**config.mk**
```make
export PLATFORM = sky130hd
export DESIGN_NAME = johnson_seq_flat
export DESIGN_NICKNAME = d
export VERILOG_FILES = /design/src/rtl/johnson_seq_if.sv /design/src/rtl/johnson_seq.sv /design/src/flat_wrapper.sv
export SDC_FILE = /design/constraint.sdc
export NUM_CORES = 1
export LEC_CHECK = 0
export ABC_AREA = 1
export ABC_CLOCK_PERIOD_IN_PS = 1100
export CORE_AREA = 2 2 39 41
export DETAILED_ROUTE_END_ITERATION = 10
export DIE_AREA = 0 0 41 43
export GPL_ROUTABILITY_DRIVEN = 0
export PLACE_DENSITY = 0.65
export REMOVE_ABC_BUFFERS = 1
export SETUP_SLACK_MARGIN = 0.4
export SLEW_MARGIN = 20
export SYNTH_ARGS = -nofsm -noshare
export SYNTH_HDL_FRONTEND = slang
export SYNTH_SLANG_ARGS = --single-unit
```
**constraint.sdc**
```tcl
create_clock -name CLK -period 1.1 [get_ports CLK]
set_input_delay 0.22 -clock CLK [delete_from_list [all_inputs] [get_ports CLK]]
set_output_delay 0.22 -clock CLK [all_outputs]
set_load 0.02 [all_outputs]
```
**src/rtl/johnson_seq_if.sv**
```systemverilog
// Control and status bundle for the johnson_seq step sequencer.
// The master side drives the step controls; the slave side is the sequencer itself.
interface johnson_seq_if #(
    parameter int STAGES = 4
);
    localparam int NSTEP = 2 * STAGES;
    localparam int SW    = $clog2(NSTEP);

    logic              EN;
    logic              DIR;
    logic              CLR;
    logic              ONESHOT;
    logic [STAGES-1:0] Q;
    logic [NSTEP-1:0]  DECODED;
    logic [SW-1:0]     STEP;
    logic              WRAP;
    logic              HALT;
    logic              ERR;

    modport master (
        output EN, DIR, CLR, ONESHOT,
        input  Q, DECODED, STEP, WRAP, HALT, ERR
    );

    modport slave (
        input  EN, DIR, CLR, ONESHOT,
        output Q, DECODED, STEP, WRAP, HALT, ERR
    );
endinterface

```
**src/rtl/johnson_seq.sv**
```systemverilog
// Parametrised Johnson-ring step sequencer with one-hot and binary step decode.
// Optional macro JOHNSON_SELFCORRECT_EN adds illegal-state detection, recovery and a sticky ERR.
module johnson_seq #(
    parameter int STAGES = 4
) (
    input  logic         CLK,
    input  logic         RESET,
    johnson_seq_if.slave bus
);
    localparam int NSTEP = 2 * STAGES;
    localparam int SW    = $clog2(NSTEP);

    // Binary index of the set bit; an all-zero vector encodes as step 0.
    function automatic logic [SW-1:0] encode_step(input logic [NSTEP-1:0] v);
        logic [SW-1:0] acc;
        acc = {SW{1'b0}};
        for (int i = 0; i < NSTEP; i++) begin
            if (v[i]) begin
                acc = acc | SW'(i);
            end else begin
                acc = acc;
            end
        end
        return acc;
    endfunction

    logic [STAGES-1:0] q_r;
    logic              wrap_r;
    logic              halt_r;

    logic [NSTEP-1:0]  raw_dec_s;
    logic [NSTEP-1:0]  decoded_s;
    logic [STAGES-1:0] fwd_q_s;
    logic [STAGES-1:0] bwd_q_s;
    logic [STAGES-1:0] step_q_s;
    logic              at_term_s;
    logic              corr_s;
    logic [STAGES-1:0] q_nxt_s;
    logic              wrap_nxt_s;
    logic              halt_nxt_s;

    // Each step is recognised by the boundary between the ones and zeros in the ring.
    for (genvar k = 0; k < STAGES; k++) begin : g_dec
        if (k == 0) begin : g_first
            assign raw_dec_s[0]      = ~q_r[STAGES-1] & ~q_r[0];
            assign raw_dec_s[STAGES] =  q_r[STAGES-1] &  q_r[0];
        end else begin : g_rest
            assign raw_dec_s[k]        =  q_r[k-1] & ~q_r[k];
            assign raw_dec_s[STAGES+k] = ~q_r[k-1] &  q_r[k];
        end
    end

    assign fwd_q_s   = {q_r[STAGES-2:0], ~q_r[STAGES-1]};
    assign bwd_q_s   = {~q_r[0], q_r[STAGES-1:1]};
    assign step_q_s  = bus.DIR ? bwd_q_s : fwd_q_s;
    assign at_term_s = bus.DIR ? raw_dec_s[0] : raw_dec_s[NSTEP-1];

    // Decode is gated by reset directly so downstream strobes drop without waiting for a clock.
    assign decoded_s = RESET ? raw_dec_s : {NSTEP{1'b0}};

`ifdef JOHNSON_SELFCORRECT_EN
    // True when exactly one bit of the vector is set.
    function automatic logic is_onehot(input logic [NSTEP-1:0] v);
        logic seen;
        logic multi;
        seen  = 1'b0;
        multi = 1'b0;
        for (int i = 0; i < NSTEP; i++) begin
            if (v[i] && seen) begin
                multi = 1'b1;
            end else if (v[i]) begin
                seen = 1'b1;
            end else begin
                seen = seen;
            end
        end
        return seen & ~multi;
    endfunction

    logic err_r;

    assign corr_s = ~is_onehot(raw_dec_s);

    // Sticky illegal-state flag; only RESET clears it.
    always_ff @(posedge CLK) begin
        if (!RESET) begin
            err_r <= 1'b0;
        end else if (corr_s) begin
            err_r <= 1'b1;
        end else begin
            err_r <= err_r;
        end
    end

    assign bus.ERR = err_r;
`else
    assign corr_s  = 1'b0;
    assign bus.ERR = 1'b0;
`endif

    // Next-state selection: correction, then clear, then stepping, else hold.
    always_comb begin
        q_nxt_s    = q_r;
        wrap_nxt_s = 1'b0;
        halt_nxt_s = halt_r;
        if (corr_s) begin
            q_nxt_s    = {STAGES{1'b0}};
            halt_nxt_s = 1'b0;
        end else if (bus.CLR) begin
            q_nxt_s    = {STAGES{1'b0}};
            halt_nxt_s = 1'b0;
        end else if (bus.EN) begin
            if (at_term_s && bus.ONESHOT) begin
                halt_nxt_s = 1'b1;
            end else if (at_term_s) begin
                q_nxt_s    = step_q_s;
                wrap_nxt_s = 1'b1;
                halt_nxt_s = 1'b0;
            end else begin
                q_nxt_s    = step_q_s;
                halt_nxt_s = 1'b0;
            end
        end else begin
            // A parked sequencer is released as soon as one-shot mode is dropped.
            halt_nxt_s = halt_r & bus.ONESHOT;
        end
    end

    // Ring flops and registered status flags.
    always_ff @(posedge CLK) begin
        if (!RESET) begin
            q_r    <= {STAGES{1'b0}};
            wrap_r <= 1'b0;
            halt_r <= 1'b0;
        end else begin
            q_r    <= q_nxt_s;
            wrap_r <= wrap_nxt_s;
            halt_r <= halt_nxt_s;
        end
    end

    assign bus.Q       = q_r;
    assign bus.DECODED = decoded_s;
    assign bus.STEP    = encode_step(decoded_s);
    assign bus.WRAP    = wrap_r;
    assign bus.HALT    = halt_r;
endmodule

```
**src/flat_wrapper.sv**
```systemverilog
// flat-port wrapper written by rule: the top's interface ports become plain ports
module johnson_seq_flat 
#(
    parameter int STAGES = 4
)
  (CLK, RESET, bus_EN, bus_DIR, bus_CLR, bus_ONESHOT, bus_Q, bus_DECODED, bus_STEP, bus_WRAP, bus_HALT, bus_ERR);
  johnson_seq_if #(.STAGES(STAGES)) bus_i ();
  input  logic CLK;
  input  logic RESET;
  input wire logic [$bits(bus_i.EN)-1:0] bus_EN;
  input wire logic [$bits(bus_i.DIR)-1:0] bus_DIR;
  input wire logic [$bits(bus_i.CLR)-1:0] bus_CLR;
  input wire logic [$bits(bus_i.ONESHOT)-1:0] bus_ONESHOT;
  output wire logic [$bits(bus_i.Q)-1:0] bus_Q;
  output wire logic [$bits(bus_i.DECODED)-1:0] bus_DECODED;
  output wire logic [$bits(bus_i.STEP)-1:0] bus_STEP;
  output wire logic [$bits(bus_i.WRAP)-1:0] bus_WRAP;
  output wire logic [$bits(bus_i.HALT)-1:0] bus_HALT;
  output wire logic [$bits(bus_i.ERR)-1:0] bus_ERR;
  assign bus_i.EN = bus_EN;
  assign bus_i.DIR = bus_DIR;
  assign bus_i.CLR = bus_CLR;
  assign bus_i.ONESHOT = bus_ONESHOT;
  assign bus_Q = bus_i.Q;
  assign bus_DECODED = bus_i.DECODED;
  assign bus_STEP = bus_i.STEP;
  assign bus_WRAP = bus_i.WRAP;
  assign bus_HALT = bus_i.HALT;
  assign bus_ERR = bus_i.ERR;
  johnson_seq #(.STAGES(STAGES)) u_core (.CLK(CLK), .RESET(RESET), .bus(bus_i));
endmodule
```
==> results.json, run 1 <==
{
  "area_delta_synth_final_pct": 151.7,
  "p_leak_nw": 0.4660,
  "grt_pass1_vias": 537,
  "drv_slew": 0,
  "first_pass_iters": 4,
  "status": "complete, but fails checks",
  "final_cell_mix": "buf_6 (25), buf_4 (16), nand2_1 (10)",
  "use_met2": 0.3031,
  "ir_drop_v": 0.0006196,
  "syn_inst": 60,
  "busiest_layer": "met2",
  "viasPerCell": 4.782,
  "critical_path.slowest_cell": "dfxtp_4",
  "setup_violations": 18,
  "dieWidth_um": 41,
  "tritoncts": "done",
  "synth.top_cell.area_share": 0.3009,
  "grt_max_degree": 11,
  "netlist_area_um2": 399.1,
  "rows": 14,
  "vias": 593,
  "finish.utilization": 0.7260,
  "wl_um": 1583,
  "power.density_nw_per_um2": 597.1,
  "layout_commonest_cell": "buf_6",
  "synth.avg_cell_area_um2": 6.652,
  "fin_worst_skew_ns": 0.004477,
  "cp_max_fo": 4,
  "ant_nets": 0,
  "yosysWarningCount": 0,
  "final.min_clock_period_ns": 1.439,
  "avgRoutedWirePerCell_um": 12.77,
  "netlist_top_cells_area": "dfxtp_1 (30%), nand2_1 (10%), nand3_1 (7.5%)",
  "nNetsFinal": 116,
  "drive_gt1_frac": 0.7222,
  "synth_top_cell_by_area": "dfxtp_1",
  "ctsHoldBuffers": 0,
  "required_ns": 0.88,
  "seq_area_um2": 137.6,
  "rsz0062_at_grt": "true",
  "n_antenna_cell": 0,
  "hpwl_um": 900.4,
  "cts_buffers": 3,
  "critPathLaunchType": "flop",
  "clk_pin_slew_ns": 0.04,
  "seq_area_frac_synth": 0.3009,
  "drtIter0Drc": 15,
  "hold_path_class": "flop to flop",
  "worst-setup-path-type": "flop to primary output",
  "drc": 0,
  "final_cells": 124,
  "antenna_found_initial": 0,
  "min_period_over_period": 1.308,
  "initial_core_util": 0.2884,
  "ys_seq_elements": 6,
  "grt_use_met1": 0.2090,
  "cts-root-buf": "clkbuf_4",
  "grt_use_total": 0.1857,
  "die_h_um": 43,
  "cp-end-kind": "primary output",
  "grt_use_met3": 0.07853,
  "critPathMaxStageDelay_ns": 0.37,
  "die_area_um2": 1763,
  "finalHoldViolations": 0,
  "path_cells": "nand2_4 -> nor2_4 -> nor3_2 -> o21ai_1 -> buf_4",
  "multi_input_area_um2": 354.1,
  "drv_cap": 0,
  "ios": 24,
  "grt_overflow_total": 0,
  "grt_first_pass_wirelength_um": 2242,
  "core_um2": 1384,
  "cp_data_arrival_time_ns": 1.22,
  "fin_ws_ns": -0.3388,
  "violations": "negative setup slack",
  "htree_levels": 1,
  "dp_cells": 113,
  "yosysUniqueCellTypes": 16,
  "fill_cells": 96,
  "cts.sinks": 6,
  "fmaxAchievable_mhz": 695.0,
  "portBuffers": 22,
  "clk_latency_ns": 0.25,
  "clock_tree.buffer_depth": 2
}
## per-stage QoR
step                cell area [um2]  TNS [ns]  setup slack (ns)  hold slack, ns  power [mW]
floorplan                     391.6    -2.973           -0.6006          0.3599      0.2967
global placement              752.0    -11.77           -0.9187          0.5038      0.3751
detailed placement            752.0    -12.09           -0.9427          0.5249      0.3758
CTS                           963.4    -2.511           -0.2743          0.5338      0.5957
global route                   1005    -3.984           -0.3892          0.5569      0.6261
finish                         1005    -3.110           -0.3388          0.5293      0.5999
## power by group
part | total, mW | internal [mW] | switching (mW) | leakage [nW]
sequential | 0.224 | 0.216 | 0.00766 | 0.0527
combinational | 0.177 | 0.0819 | 0.0947 | 0.399
clock | 0.200 | 0.123 | 0.0764 | 0.0138
total | 0.600 | 0.421 | 0.179 | 0.466
## final cells by class
| cell class | instances | area share |
|---|---|---|
| Timing Repair Buffer | 46 | 0.4446 |
| Multi-Input combinational cell | 48 | 0.3524 |
| Sequential cell | 6 | 0.1370 |
| Inverter | 5 | 0.02366 |
| Clock buffer | 3 | 0.02242 |
| Tap cell | 16 | 0.01993 |
## path summary, 6_finish.rpt
kind                   start               to  slack, ns  depth (start not counted)
max reg2reg  u_core.bus.Q[2]  u_core.bus.Q[3]      -0.22                          9
max          u_core.bus.Q[2]      bus_STEP[1]      -0.34                          5
min reg2reg  u_core.bus.HALT  u_core.bus.HALT       0.53                          2
min          u_core.bus.HALT  u_core.bus.HALT       0.53                          2
## state kept, by name, indices dropped and copies added, names as in the netlist
signal           count
u_core.bus.WRAP      1
u_core.bus.Q         4
u_core.bus.HALT      1
## synthesized netlist by cell type
cell type,count
nor2_4,1
conb_1,1
dfxtp_1,6
nand2_1,11
nand3_4,1
nand3_1,6
nand4_1,4
nor3_1,5
nor2_2,1
a21oi_1,1
nor2_1,7
buf_4,1
nand2_4,1
inv_1,5
o21ai_0,5
nand2_2,4
## critical path, delay by kind of cell (launching register included)
family                 cells  cell delay, ns
AO/OA/AOI/OAI              1            0.09
buffers and inverters      1            0.16
flip-flops                 1            0.37
AND/OR/NAND/NOR            3            0.35
## per-layer routing
layer | share of wire | vias to the layer above
li1 | - | 303
met1 | 0.38 | 266
met2 | 0.54 | 20
met3 | 0.047 | 4
met4 | 0.027 | 0
met5 | 0 | -
## cells by family (layout without fill, tap and decap cells)
group / count (synthesis) / after routing / share of synthesized area
other cells: 1 / 1 / 0.009395
compound gates: 6 / 6 / 0.07521
simple gates: 41 / 41 / 0.5486
buf+inv: 6 / 54 / 0.06584
flops: 6 / 6 / 0.3010
## repair_timing
action / 4_1_cts / 5_1_grt
gates resized for setup: 149 / 8
endpoints found under the setup margin: 23 / 23
buffers inserted: 7 / 1
pin swaps: 12 / 5
No activity file was read; power rests on OpenSTA's default activity.
==> inputs of run 2 (changes only) <==
--- a/config.mk
+++ b/config.mk
@@ -11,6 +11,7 @@
 export DETAILED_ROUTE_END_ITERATION = 10
 export DIE_AREA = 0 0 41 43
 export GPL_ROUTABILITY_DRIVEN = 0
+export MAX_ROUTING_LAYER = met4
 export PLACE_DENSITY = 0.65
 export REMOVE_ABC_BUFFERS = 1
 export SETUP_SLACK_MARGIN = 0.4
==> results.json, run 2 (synthesis gave the netlist of run 1 again) <==
{
  "critPathLaunchType": "flop",
  "setup_violations": 18,
  "cts.sinks": 6,
  "ant_nets": 0,
  "antenna_found_initial": 0,
  "worst-setup-path-type": "flop to primary output",
  "grt_max_degree": 11,
  "critical_path.slowest_cell": "dfxtp_4",
  "nNetsFinal": 116,
  "layout_commonest_cell": "buf_6",
  "initial_core_util": 0.2884,
  "fin_ws_ns": -0.3446,
  "ios": 24,
  "core_um2": 1384,
  "required_ns": 0.88,
  "power.density_nw_per_um2": 595.7,
  "ctsHoldBuffers": 0,
  "rows": 14,
  "clk_latency_ns": 0.24,
  "grt_pass1_vias": 534,
  "avgRoutedWirePerCell_um": 12.56,
  "fin_hold_ws_ns": 0.5283,
  "clk_pin_slew_ns": 0.04,
  "hold_path_class": "flop to flop",
  "die_h_um": 43,
  "clock_tree.buffer_depth": 2,
  "min_period_over_period": 1.313,
  "drive_gt1_frac": 0.7222,
  "pre_cts_ws_ns": -0.9427,
  "rsz0062_at_grt": "true",
  "path_cells": "nand2_4 -> nor2_4 -> nor3_2 -> o21ai_1 -> buf_4",
  "fmaxAchievable_mhz": 692.2,
  "viasPerCell": 4.766,
  "vias": 591,
  "critPathMaxStageDelay_ns": 0.37,
  "die_area_um2": 1763,
  "status": "complete, but fails checks",
  "cts-root-buf": "clkbuf_4",
  "largest_register_ffs": 4,
  "hpwl_um": 900.4,
  "final_cell_mix": "buf_6 (25), buf_4 (16), nand2_1 (10)",
  "tritoncts": "done",
  "crit_buf_inv": 1,
  "finalHoldViolations": 0,
  "grt_first_pass_wirelength_um": 2263,
  "multi_input_area_um2": 354.1,
  "cp_max_fo": 4,
  "cp_data_arrival_time_ns": 1.22,
  "grt_overflow_total": 0,
  "finish.utilization": 0.7260,
  "drv_slew": 0,
  "cp_top_family": "flip-flops",
  "seq_area_um2": 137.6,
  "cp-end-kind": "primary output",
  "final.min_clock_period_ns": 1.445,
  "drtIter0Drc": 7,
  "wl_um": 1558,
  "area_delta_synth_final_pct": 151.7,
  "ir_drop_v": 0.0006180,
  "drc": 0,
  "p_leak_nw": 0.4660,
  "fin_worst_skew_ns": 0.004081,
  "drv_cap": 0,
  "dieWidth_um": 41,
  "n_antenna_cell": 0,
  "grt_use_total": 0.1924,
  "first_pass_iters": 4,
  "violations": "negative setup slack",
  "portBuffers": 22,
  "htree_levels": 1,
  "fill_cells": 96,
  "cts_buffers": 3
}
## run 2: cell counts in the layout (fill, tap and decap cells not counted)
No cell type changed its count.
## run 2: timing repair
action,4_1_cts,5_1_grt
resized for setup,149,8
setup endpoints to repair,23,23
pin swaps,12,5
buffers inserted,7,1
## run 2: worst paths after layout
path	start	endpoint	slack, ns	depth (start not counted)
min	u_core.bus.HALT	u_core.bus.HALT	0.53	2
min reg2reg	u_core.bus.HALT	u_core.bus.HALT	0.53	2
max	u_core.bus.Q[2]	bus_STEP[1]	-0.34	5
max reg2reg	u_core.bus.Q[2]	u_core.bus.Q[3]	-0.22	9
## run 2: where the power goes
part           internal, mW  switching (mW)  total (mW)
combinational        0.0819          0.0940       0.176
sequential            0.216         0.00767       0.224
clock                 0.123          0.0757       0.199
total                 0.421           0.177       0.598
## run 2: cell type report
type,count,area share
clock buffer,3,0.02242
sequential,6,0.1370
tap,16,0.01993
multi-input combinational,48,0.3524
timing repair buffer,46,0.4446
inverter,5,0.02366
## run 2: metrics by stage
stage / std cells / cell area (um2) / TNS (ns) / power, mW
3_3_place_gp: 113 / 752.0 / -11.77 / 0.3751
3_5_place_dp: 113 / 752.0 / -12.09 / 0.3758
4_1_cts: 123 / 963.4 / -2.511 / 0.5957
2_1_floorplan: 59 / 391.6 / -2.973 / 0.2967
5_1_grt: 124 / 1005 / -3.975 / 0.6263
6_report: 124 / 1005 / -3.067 / 0.5985
## run 2: metal layers
metal | share of wire | track usage | vias to the layer above
li1 | - | - | 303
met1 | 0.37 | 0.2186 | 265
met2 | 0.56 | 0.3000 | 19
met3 | 0.053 | 0.07853 | 4
met4 | 0.024 | 0.05333 | 0
met5 | 0 | - | -
## run 2: worst min-delay path, delay by kind of cell, from the launching register on
family	cells	cell delay [ns]
simple gates	1	0.10
flops	1	0.33
compound gates	1	0.07
==> inputs of run 3 (changes only) <==
--- a/config.mk
+++ b/config.mk
@@ -5,14 +5,14 @@
 export SDC_FILE = /design/constraint.sdc
 export NUM_CORES = 1
 export LEC_CHECK = 0
-export ABC_AREA = 1
 export ABC_CLOCK_PERIOD_IN_PS = 1100
 export CORE_AREA = 2 2 39 41
+export CTS_CLUSTER_SIZE = 16
 export DETAILED_ROUTE_END_ITERATION = 10
 export DIE_AREA = 0 0 41 43
 export GPL_ROUTABILITY_DRIVEN = 0
 export MAX_ROUTING_LAYER = met4
-export PLACE_DENSITY = 0.65
+export PLACE_DENSITY = 0.68
 export REMOVE_ABC_BUFFERS = 1
 export SETUP_SLACK_MARGIN = 0.4
 export SLEW_MARGIN = 20
==> results.json, run 3 <==
{
  "cts_buffers": 3,
  "fmaxAchievable_mhz": 614.1,
  "synth_top_cell_by_area": "dfxtp_1",
  "hold_path_class": "flop to flop",
  "antenna_found_initial": 0,
  "netlist_top_cells_area": "dfxtp_1 (27%), mux2i_1 (9.0%), nand2_1 (8.5%)",
  "switching_share": 0.2691,
  "rsz0062_at_grt": "true",
  "worst-setup-path-type": "flop to primary output",
  "drc": 0,
  "clk_pin_slew_ns": 0.05,
  "p_leak_nw": 0.4227,
  "seqPwrFrac": 0.379,
  "synth.top_cell.area_share": 0.2712,
  "htree_levels": 1,
  "muxShareOfSynthArea": 0.1412,
  "wl_met1_um": 557,
  "ios": 24,
  "final.min_clock_period_ns": 1.628,
  "reg2reg_from": "u_core.bus.Q[0]",
  "drive_gt1_frac": 0.6264,
  "core_um2": 1384,
  "rows": 14,
  "tritoncts": "done",
  "fin_ws_ns": -0.5284,
  "netlist_area_um2": 442.9,
  "fill_cells": 128,
  "drv_slew": 0,
  "ant_nets": 0,
  "cp_max_fo": 4,
  "p_int_uw": 434.0,
  "clk_latency_ns": 0.25,
  "worstReg2RegEnd": "u_core.bus.HALT",
  "portBuffers": 22,
  "min_from": "u_core.bus.HALT",
  "die_h_um": 43,
  "critPathLaunchType": "flop",
  "cts-root-buf": "clkbuf_4",
  "nNetsFinal": 99,
  "rr_worst_depth": 6,
  "p_comb_frac": 0.274,
  "viasPerCell": 4.692,
  "synth_ff_type": "dfxtp_1",
  "ir_drop_v": 0.0003588,
  "synth-compound-area-share": 0.07062,
  "drtIter0Drc": 5,
  "layout_commonest_cell": "buf_4",
  "worstHoldPathCells": 2,
  "yosysWarningCount": 0,
  "vias": 502,
  "largest_register_ffs": 4,
  "die_area_um2": 1763,
  "r2r_slack_ns": -0.37,
  "grt_first_pass_wirelength_um": 2021,
  "power.density_nw_per_um2": 707.2,
  "min_period_over_period": 1.480,
  "hold_end": "u_core.bus.HALT",
  "power_switching_uw": 159.8,
  "cp-end-kind": "primary output",
  "dr_wl_met3_um": 50,
  "grt_pass1_vias": 448,
  "final_cell_mix": "buf_4 (20), buf_6 (12), nand2_1 (7)",
  "synth.most_common_cell": "nand2_1",
  "violations": "negative setup slack",
  "clock_tree.buffer_depth": 2,
  "syn_inst": 55,
  "synth_fa_ha_area_frac": 0,
  "dr.max_layer_used": "met3",
  "pre_cts_ws_ns": -1.058,
  "avgRoutedWirePerCell_um": 11.83,
  "pwr-share-clk": 0.347,
  "synth-simple-area-share": 0.3898,
  "hpwl_um": 958,
  "dieWidth_um": 41,
  "n_antenna_cell": 0,
  "grt_use_total": 0.1782,
  "synth-xor-area-share": 0,
  "drv_cap": 0,
  "synthTopCellsByCount": "nand2_1 (10), dfxtp_1 (6), nor2_1 (6)",
  "async_flop_share": 0,
  "finalSetupTns_ns": -4.737,
  "cts.sinks": 6,
  "wl_um": 1266,
  "required_ns": 0.88,
  "synth_top_family_by_area": "simple AND/OR/NAND/NOR gates",
  "fin_worst_skew_ns": 0.008744,
  "met2_length_um": 658,
  "setup_violations": 17,
  "synth_edf_count": 0,
  "grt_overflow_total": 0,
  "seq_area_frac_synth": 0.2712,
  "synth.avg_cell_area_um2": 8.053,
  "status": "complete, but fails checks",
  "grt_max_degree": 9,
  "cp_data_arrival_time_ns": 1.41,
  "initial_core_util": 0.3201,
  "first_pass_iters": 3,
  "yosysUniqueCellTypes": 26,
  "finalHoldViolations": 0,
  "ys_seq_elements": 6,
  "area_delta_synth_final_pct": 89.55
}
==> run 3: cell types whose count changed in the layout (fill, tap and decap cells not counted), sizes merged, moves of 2 or more <==
| cell | change |
|---|---|
| buf | -10 |
| nand2 | -6 |
| nand3 | -5 |
| nor3 | -5 |
| o21ai | -5 |
| inv | -4 |
| mux2i | +4 |
| nand4 | -4 |
| nor2 | -3 |
| and3 | +2 |
| and3b | +2 |
| clkdlybuf4s15 | +2 |
| mux2 | +2 |
| or4 | +2 |
==> run 3: worst max path at each step <==
stage | startpoint | cells past startpoint | slack [ns] | to
6_report | u_core.bus.Q[0] | 3 | -0.53 | bus_STEP[2]
5_1_grt | u_core.bus.Q[1] | 4 | -0.58 | bus_STEP[0]
4_1_cts | u_core.bus.Q[1] | 4 | -0.53 | bus_STEP[0]
3_5_place_dp | RESET | 5 | -1.06 | bus_STEP[0]
3_3_place_gp | RESET | 5 | -1.06 | bus_STEP[0]
2_1_floorplan | u_core.bus.Q[1] | 2 | -0.53 | bus_STEP[0]
==> run 3: cell families (layout without fill, tap and decap cells) <==
group | count (synthesis) | count (layout)
other | 1 | 1
buffers and inverters | 7 | 43
AO/OA/AOI/OAI | 4 | 4
AND/OR/NAND/NOR | 31 | 31
multiplexers | 6 | 6
flip-flops | 6 | 6
==> run 3: final cells by class <==
type	count	area, um2	area share
Clock buffer	3	22.52	0.02683
Inverter	1	3.754	0.004471
Multi-Input combinational cell	42	307.8	0.3666
Sequential cell	6	132.6	0.1580
Tap cell	16	20.02	0.02385
Timing Repair Buffer	39	352.8	0.4203
==> run 3: power by group through the flow <==
stage                     Clock [mW]  Combinational [mW]  Sequential (mW)
after detailed placement           0               0.147            0.231
after CTS                      0.221               0.155            0.228
after global placement             0               0.146            0.231
after global routing           0.232               0.174            0.225
after floorplan                    0              0.0531            0.239
final                          0.206               0.163            0.225
==> run 3: critical path, stage by stage, from the launching register on <==
cell     delay [ns]
dfxtp_2        0.33
and3_2         0.20
or4_1          0.46
buf_4          0.17
==> run 3: timing repair <==
action,in CTS,in global routing
hold buffers,0,0
endpoints found under the setup margin,23,23
resized for setup,98,17
buffers inserted,0,2
pin swaps,4,1
==> run 3: through the flow <==
stage / power, mW / cell area (um2) / hold WS, ns / instances / utilization
6_report: 0.5938 / 839.6 / 0.6016 / 107 / 0.6067
5_1_grt: 0.6314 / 839.6 / 0.6287 / 107 / 0.6067
4_1_cts: 0.6039 / 793.3 / 0.6081 / 105 / 0.5732
3_5_place_dp: 0.3775 / 747.0 / 0.5954 / 102 / 0.5398
3_3_place_gp: 0.3765 / 747.0 / 0.6010 / 102 / 0.5398
2_1_floorplan: 0.2917 / 394.1 / 0.4242 / 49 / -
==> run 3: per-layer routing <==
layer / vias up / track usage
met1: 231 / 0.2129
li1: 260 / -
met4: 0 / 0.08000
met2: 11 / 0.2500
met5: - / -
met3: 0 / 0.07853
==> RTL edit (settings of run 3) <==
`STAGES` is set to 4 in 3 places; all go to 2.
--- a/src/rtl/johnson_seq_if.sv
+++ b/src/rtl/johnson_seq_if.sv
@@ -1,7 +1,7 @@
 // Control and status bundle for the johnson_seq step sequencer.
 // The master side drives the step controls; the slave side is the sequencer itself.
 interface johnson_seq_if #(
-    parameter int STAGES = 4
+    parameter int STAGES = 2
 );
     localparam int NSTEP = 2 * STAGES;
     localparam int SW    = $clog2(NSTEP);
--- a/src/rtl/johnson_seq.sv
+++ b/src/rtl/johnson_seq.sv
@@ -1,7 +1,7 @@
 // Parametrised Johnson-ring step sequencer with one-hot and binary step decode.
 // Optional macro JOHNSON_SELFCORRECT_EN adds illegal-state detection, recovery and a sticky ERR.
 module johnson_seq #(
-    parameter int STAGES = 4
+    parameter int STAGES = 2
 ) (
     input  logic         CLK,
     input  logic         RESET,
--- a/src/flat_wrapper.sv
+++ b/src/flat_wrapper.sv
@@ -1,7 +1,7 @@
 // flat-port wrapper written by rule: the top's interface ports become plain ports
 module johnson_seq_flat 
 #(
-    parameter int STAGES = 4
+    parameter int STAGES = 2
 )
   (CLK, RESET, bus_EN, bus_DIR, bus_CLR, bus_ONESHOT, bus_Q, bus_DECODED, bus_STEP, bus_WRAP, bus_HALT, bus_ERR);
   johnson_seq_if #(.STAGES(STAGES)) bus_i ();
Ports: changed (resized bus_DECODED, bus_Q and bus_STEP); port bits go from 24 to 17. No check against the original RTL was run, so the function may have changed too.
==> RTL edit against run 3 <==
Clock skew shrank 0.0058 ns; clock power is 11% lower; largest cell class unchanged; utilization decreased by 22 points; final area is 37% lower; combinational power shrank 33%; hold slack got worse by 0.18 ns; power decreased by 25%; register-to-register slack better by 0.41 ns; area after synthesis fell by 39%; the flow still finishes with violations (negative setup slack); largest power group is now the clock network; sequential cell count decreased by 2; critical path depth unchanged; wire length shrank 47%; worst setup slack gained 0.41 ns.
==> RTL edit: results (changes against run 3) <==
largest net degree at the start of global routing 7 (-2); initial detailed-routing violation count 1 (-4); cell count after placement 65 (-36%); biggest area contributors in the synthesized netlist sky130_fd_sc_hd__dfxtp_1 29%, sky130_fd_sc_hd__nand2b_1 9.2%, sky130_fd_sc_hd__xnor2_2 6.0%; ratio of cells with drive above 1 in the final layout 0.537 (-0.0893); number of buffer cells added on primary ports 15 (-32%); worst hold stages 3 (+1); sequential element share of the synthesized area 0.295 (+0.0237); number of non-filler instances in the completed layout 70 (-35%); number of endpoints failing setup at the final stage 8 (-9); All-Layer GR Usage 0.0977 (-0.0804); Filler Cell Count 147 (+15%); highest cell delay on the worst timing path 0.35 ns (-0.11 ns); post-placement worst setup slack -0.774 ns (+0.284 ns); outcome finished, violations left; master of the slowest instance on the critical path sky130_fd_sc_hd__dfxtp_4; Switching Power 0.116 mW (-28%); CP Max Fanout 6 (+2); cell types with the highest counts after synthesis 4 x sky130_fd_sc_hd__dfxtp_1, 4 x sky130_fd_sc_hd__nand2b_1, 2 x sky130_fd_sc_hd__and2_1, 2 x sky130_fd_sc_hd__nand3b_1; routed length per instance 9.53 um (-19%); dpl hpwl 485 um (-49%); DP Area 463 um^2 (-38%); worst hold margin 0.426 ns (-0.176 ns); number of nets in the layout 62 (-37%); post-synthesis mux area share 0.0369 (-0.104); register area 90.1 um^2 (-32%); Clock Skew 0.00292 ns (-0.00582 ns); violated checks negative setup slack; fin worst setup slack -0.117 ns (+0.411 ns); area share of xor/xnor cells in the synthesized design 0.0922 (+0.0922); launch point of the worst hold path bus_EN; flip-flop count of the largest register, all copies and words added 2 (-2); first-pass GRT wire length 1090 um (-46%); Flop pwr share 0.340 (-0.039); worst-case reg-to-reg path depth 4 (-2); number of instances in the synthesized netlist 31 (-44%); Sum Neg Setup Slack -0.456 ns (+4.28 ns); worst-case vdd ir drop 297 uV (-17%); type of the worst min-delay path in -> reg
==> RTL edit: cell count changes in the layout (fill, tap and decap cells not counted), sizes merged, moves of 2 or more <==
cell,before,now
nand2,10,1
mux2,2,0
clkdlybuf4s15,2,0
buf,32,18
clkdlybuf4s50,4,1
nand3b,0,2
dfxtp,6,4
mux2i,4,1
or4,2,0
nand3,2,0
nor2,6,1
dlygate4sd2,0,4
nand2b,1,4
==> RTL edit: worst min-delay path, cell delays in order <==
cell and delay [ns]:
sky130_fd_sc_hd__dlygate4sd2_1 0.22, sky130_fd_sc_hd__nand2b_1 0.10, sky130_fd_sc_hd__a31oi_1 0.07
==> RTL edit: cell type report <==
type                    instances  area share
repair buffers                 23       0.384
flip-flops and latches          4       0.169
clock buffers                   3      0.0424
well taps                      16      0.0376
inverters                       1     0.00706
multi-input cells              23       0.360
==> RTL edit: routing by layer <==
metal	routed length, um	track usage	vias to the layer above
met4	0	0.0800	0
met1	287	0.106	126
met5	0	-	-
met3	33	0.0314	0
li1	-	-	149
met2	346	0.138	8
